File: src/rtl/face_pixel_streamer.sv
// face_pixel_streamer
// Raster-scans one FRAME_W x FRAME_H frame per start pulse, x fastest.
// Pixels inside the centred face window are read from an external greyscale
// ROM (one cycle latency) and widened to RGB565. All other pixels use
// BG_COLOUR. Every pixel follows the same FETCH/WAIT/PRESENT/ADVANCE path,
// so frame timing does not depend on where the window sits.
module face_pixel_streamer #(
  parameter int unsigned FRAME_W   = 240,
  parameter int unsigned FRAME_H   = 320,
  parameter int unsigned IMG_W     = 64,
  parameter int unsigned IMG_H     = 64,
  parameter int unsigned X_OFF     = 88,
  parameter int unsigned Y_OFF     = 128,
  parameter int unsigned ROM_AW    = 12,
  parameter logic [15:0] BG_COLOUR = 16'h0000
) (
  input  logic              clock,
  input  logic              reset,
  input  logic              start,
  output logic              busy,
  output logic              frameDone,
  output logic [ROM_AW-1:0] romAddr,
  input  logic [7:0]        romData,
  output logic [15:0]       pixel,
  output logic              pixelReady,
  input  logic              pixelAccept
);

  localparam int unsigned XW = (FRAME_W > 1) ? $clog2(FRAME_W) : 1;
  localparam int unsigned YW = (FRAME_H > 1) ? $clog2(FRAME_H) : 1;

  typedef enum logic [2:0] {
    S_IDLE,
    S_FETCH,
    S_WAIT,
    S_PRESENT,
    S_ADVANCE
  } state_t;

  state_t            state_reg, state_next;
  logic [XW-1:0]     x_cnt_reg, x_cnt_next;
  logic [YW-1:0]     y_cnt_reg, y_cnt_next;
  logic [15:0]       pixel_reg, pixel_next;
  logic              frame_done_reg, frame_done_next;

  logic [31:0]       x_ext;
  logic [31:0]       y_ext;
  logic              in_win;
  logic              last_x;
  logic              last_y;
  logic [ROM_AW-1:0] win_addr;
  logic [15:0]       grey_rgb;
  logic              unused_grey_lsbs;

  // Widen the counters once so every window comparison is done in 32 bits.
  assign x_ext = 32'(x_cnt_reg);
  assign y_ext = 32'(y_cnt_reg);

  assign in_win = (x_ext >= X_OFF) && (x_ext < X_OFF + IMG_W) &&
                  (y_ext >= Y_OFF) && (y_ext < Y_OFF + IMG_H);

  assign last_x = (x_ext == FRAME_W - 1);
  assign last_y = (y_ext == FRAME_H - 1);

  // Window-relative linear address, deliberately truncated to the ROM width.
  assign win_addr = ROM_AW'((y_ext - Y_OFF) * IMG_W + (x_ext - X_OFF));

  // Greyscale replicated into the R, G and B fields of RGB565.
  assign grey_rgb = {romData[7:3], romData[7:2], romData[7:3]};

  // The two lowest grey bits have no place in RGB565.
  assign unused_grey_lsbs = &{1'b0, romData[1:0]};

  // State register: reset aborts any frame in progress.
  always_ff @(posedge clock or negedge reset) begin
    if (!reset) begin
      state_reg <= S_IDLE;
    end else begin
      state_reg <= state_next;
    end
  end

  // Datapath registers: scan counters, presented pixel, end-of-frame pulse.
  always_ff @(posedge clock or negedge reset) begin
    if (!reset) begin
      x_cnt_reg      <= '0;
      y_cnt_reg      <= '0;
      pixel_reg      <= '0;
      frame_done_reg <= 1'b0;
    end else begin
      x_cnt_reg      <= x_cnt_next;
      y_cnt_reg      <= y_cnt_next;
      pixel_reg      <= pixel_next;
      frame_done_reg <= frame_done_next;
    end
  end

  // Next-state and datapath update for the per-pixel sequence.
  always_comb begin
    state_next      = state_reg;
    x_cnt_next      = x_cnt_reg;
    y_cnt_next      = y_cnt_reg;
    pixel_next      = pixel_reg;
    frame_done_next = 1'b0;

    case (state_reg)
      S_IDLE: begin
        // A start landing on the frameDone cycle is treated as a leftover
        // request for the frame that just finished and is dropped.
        if (start && !frame_done_reg) begin
          state_next = S_FETCH;
        end
      end

      S_FETCH: begin
        // romAddr is already driven from the counters during this cycle.
        state_next = S_WAIT;
      end

      S_WAIT: begin
        pixel_next = in_win ? grey_rgb : BG_COLOUR;
        state_next = S_PRESENT;
      end

      S_PRESENT: begin
        if (pixelAccept) begin
          state_next = S_ADVANCE;
        end
      end

      S_ADVANCE: begin
        if (!last_x) begin
          x_cnt_next = x_cnt_reg + XW'(1);
          state_next = S_FETCH;
        end else if (!last_y) begin
          x_cnt_next = '0;
          y_cnt_next = y_cnt_reg + YW'(1);
          state_next = S_FETCH;
        end else begin
          // Park on (0,0) with a clean zero pixel so the idle outputs match
          // the post-reset ones.
          x_cnt_next      = '0;
          y_cnt_next      = '0;
          pixel_next      = '0;
          frame_done_next = 1'b1;
          state_next      = S_IDLE;
        end
      end

      default: begin
        state_next = S_IDLE;
      end
    endcase
  end

  assign busy       = (state_reg != S_IDLE);
  assign pixelReady = (state_reg == S_PRESENT);
  assign pixel      = pixel_reg;
  assign frameDone  = frame_done_reg;
  assign romAddr    = in_win ? win_addr : '0;

endmodule

File: config.mk
export PLATFORM = sky130hd
export DESIGN_NAME = face_pixel_streamer
export DESIGN_NICKNAME = d
export VERILOG_FILES = /design/src/rtl/face_pixel_streamer.sv
export SDC_FILE = /design/constraint.sdc
export NUM_CORES = 1
export LEC_CHECK = 0
export BUFFER_PORTS_ARGS = -buffer_cell sky130_fd_sc_hd__clkbuf_2
export CAP_MARGIN = 25
export CELL_PAD_IN_SITES_DETAIL_PLACEMENT = 1
export CELL_PAD_IN_SITES_GLOBAL_PLACEMENT = 2
export CORE_MARGIN = 2
export CORE_UTILIZATION = 32
export CTS_CLUSTER_DIAMETER = 40
export CTS_CLUSTER_SIZE = 30
export DETAILED_ROUTE_END_ITERATION = 16
export HOLD_SLACK_MARGIN = 0.03
export PLACE_DENSITY = 0.78
export SLEW_MARGIN = 15
export SYNTH_ARGS = -nofsm -noshare
export SYNTH_HDL_FRONTEND = slang
export SYNTH_SLANG_ARGS = --single-unit
File: constraint.sdc
create_clock -name clock -period 3.09 [get_ports clock]
set_input_delay 0.4635 -clock clock [delete_from_list [all_inputs] [get_ports clock]]
set_output_delay 0.4635 -clock clock [all_outputs]
set_load 0.1 [all_outputs]
==> results.py <==
metrics = {
    "yosys": {
        "ys_top_cells_by_count": "27 x dfrtp_1, 15 x nor2_1, 11 x nand2_1, 11 x o21ai_0",
        "ys.flop_type": "dfrtp_1",
        "synth.distinct_cells": 43,
        "async_flop_share_pct": 100,
        "synth_cells": 184,
        "synth_nets": 207,
        "synth_most_common_cell": "dfrtp_1",
        "synth_top_cell_by_area": "dfrtp_1",
        "synth_edf_count": 0,
        "ys_ff_latch": 27,
        "yosysSeqAreaShare_pct": 39.0,
        "avgSynthCellArea_sq_um": 9.42,
        "synth_top_area_share_pct": 39.0,
        "synthTopCellsByArea": "dfrtp_1 39%, ha_1 7.2%, buf_4 4.3%",
        "ys_warn_count": 0,
        "post_synth_instance_area_sq_um": 1730,
    },
    "setup_path": {
        "startpoint": "x_cnt_reg[4]",
        "crit_slowest_cell": "dfrtp_1",
        "cp_max_fo": 6,
        "worst-r2r-cell-count": 5,
        "r2r_slack_ns": 1.20,
        "critPathKind": "flop to output port",
        "critical-path-top-delay-family": "adder cells",
        "crit_path_start_kind": "flop",
        "timing.rr.start": "y_cnt_reg[0]",
        "critPathMaxStageDelay_ns": 0.43,
        "cp-end-kind": "output port",
        "critPathBufInv": 3,
        "r2r-end": "pixel[5]",
        "worstPathRequired_ns": 2.63,
        "crit_chain": "buf_6, a21oi_4, xnor2_2, ha_2, inv_2, fa_2, nor2b_4, o21ai_2, nor3b_4, nor3_4, buf_12",
        "cp.arrival_ns": 2.54,
    },
    "pwr": {
        "p_per_area_nw_per_um2": 399,
        "power_uw": 900,
        "leakage_nw": 1.07,
        "ir_drop_uv": 310,
    },
    "place": {
        "hpwl_mm": 3.15,
        "placed_cell_area_sq_um": 2060,
        "numPortBuffers": 40,
        "placed_cells": 282,
        "gp_congestion": 0.710,
    },
    "layout": {
        "area_growth_pct": 30.0,
        "final_area_sq_um": 2250,
        "final_nets": 244,
        "multi_input_comb_area_sq_um": 1080,
        "diodes": 0,
        "stdcell_count": 290,
        "fillers": 608,
        "largest_reg_flops": 9,
        "drive_above_1_share_pct": 39.5,
        "seq_area_sq_um": 678,
        "fin_util_pct": 43.6,
    },
    "grt": {
        "overflow": 0,
        "track_usage_pct": 14.6,
        "grt_max_degree": 28,
        "grt_pass1_wl_mm": 7.16,
        "grt_pass1_vias": 1519,
        "antenna_found_initial": 0,
    },
    "routing": {
        "via_per_inst": 5.01,
        "dr.pass1.iters": 3,
        "route.met3.wl_um": 117,
        "vias": 1452,
        "drt_iter0_drc": 54,
        "top_layer": "met4",
        "met1Wirelength_mm": 2.01,
        "drc": 0,
        "wirelength_mm": 4.34,
        "ant_nets": 0,
        "met2_length_mm": 2.19,
        "wire_per_inst_um": 15.0,
    },
    "clock_network": {
        "cts_inserted_buffers": 3,
        "cts.htree.levels": 1,
        "hold_buffers": 0,
        "cts_tree": "done",
        "clkLatencyLatePin_ns": 0.27,
        "clkTransAtPathRegs_ns": 0.09,
        "cts-root-buf": "clkbuf_8",
        "clk_path_buf_depth": 2,
        "clock_sinks": 27,
    },
    "hold_path": {
        "hold_class": "input port to asynchronous set/reset pin",
    },
    "timing": {
        "fin_worst_skew_ns": 0.00210,
        "grt_setup_unrepaired": "true",
        "finalSetupTns_ns": 0,
        "finalCriticalPeriod_ns": 3.01,
        "period_share_pct": 97.4,
        "hold_viol_final": 0,
        "worst_slew_pin_slew_ns": 0.702,
        "setup_viol_count_final": 0,
        "fmax_mhz": 332,
        "slew_headroom_pct": 53.2,
        "slew_violations": 0,
    },
    "die": {
        "io_pins": 43,
        "initial_core_util_pct": 33.5,
        "rows": 26,
        "die_area_sq_um": 6020,
        "fp.dieH_um": 77.6,
        "coreArea_sq_um": 5170,
        "die_w_um": 77.6,
    },
    "run": {
        "maxCapViolations": 0,
    },
    "run_status": {
        "status": "finished clean",
    },
}
[cell usage in the layout (no fill, tap or decap), drive strengths merged, types with 3 or more instances in the layout]
| master | n |
|---|---|
| ha | 10 |
| or3 | 3 |
| xor2 | 7 |
| xnor2 | 5 |
| a21oi | 4 |
| inv | 8 |
| nor2 | 15 |
| o21ai | 12 |
| nor3 | 6 |
| clkbuf | 35 |
| and3 | 5 |
| nand2 | 12 |
| dfrtp | 27 |
| buf | 17 |
| a22o | 8 |
| nor3b | 4 |
| nand4 | 5 |
| o31ai | 3 |
| and2 | 5 |
| nor2b | 3 |
| nand3 | 5 |
[metal layers]
layer | up-vias | GRT usage (%)
li1 | 706 | -
met1 | 721 | 18.5
met2 | 23 | 26.2
met3 | 2 | 2.79
met4 | 0 | 2.14
met5 | - | 0
[what timing repair did]
item | in CTS | in global routing
resized for setup | 9 | 22
pin swaps | 3 | 8
setup buffers | 2 | 2
hold endpoints to repair | 0 | 0
endpoints found under the setup margin | 3 | 3
[through the flow]
stage / hold slack (ns) / setup WS (ns)
final: 0.217 / 0.0819
after CTS: 0.239 / 0.00876
after global routing: 0.263 / -0.0411
after floorplan: 0.168 / -0.115
after global placement: 0.499 / 0.159
after detailed placement: 0.516 / 0.0741
[area by class of cell]
class,count,share of cell area [%]
Multi-Input combinational cell,132,47.8
Tap cell,70,3.89
Sequential cell,27,30.1
Clock buffer,3,1.83
Clock inverter,1,0.222
Timing Repair Buffer,49,14.9
Inverter,8,1.33
[worst max-delay path by stage]
stage                     depth (start not counted)  slack (ns)           to
after floorplan                                   9       -0.12  romAddr[10]
after global placement                            9        0.16  romAddr[11]
after detailed placement                          9        0.07  romAddr[11]
after CTS                                         9       0.009  romAddr[11]
after global routing                             11       -0.04  romAddr[10]
final                                            11        0.08  romAddr[10]
[cells by family (layout without fill, tap and decap cells)]
family / Yosys count / after routing / share of synthesized area (%)
AOI/OAI and AO/OA: 37 / 37 / 14.9
xor gates and xnor gates: 12 / 12 / 6.06
adders and majority gates: 11 / 11 / 8.38
buffers and inverters: 25 / 61 / 7.94
DFF: 27 / 27 / 39.0
muxes: 1 / 1 / 0.650
and+or+nand+nor: 71 / 71 / 23.0
[power breakdown]
part | switching, mW | internal (mW) | leakage, nW | total, mW
clock network | 0.114 | 0.0905 | 0.0255 | 0.204
logic | 0.176 | 0.0793 | 0.675 | 0.255
registers | 0.0527 | 0.388 | 0.365 | 0.441
(Power assumes the default switching activity.)
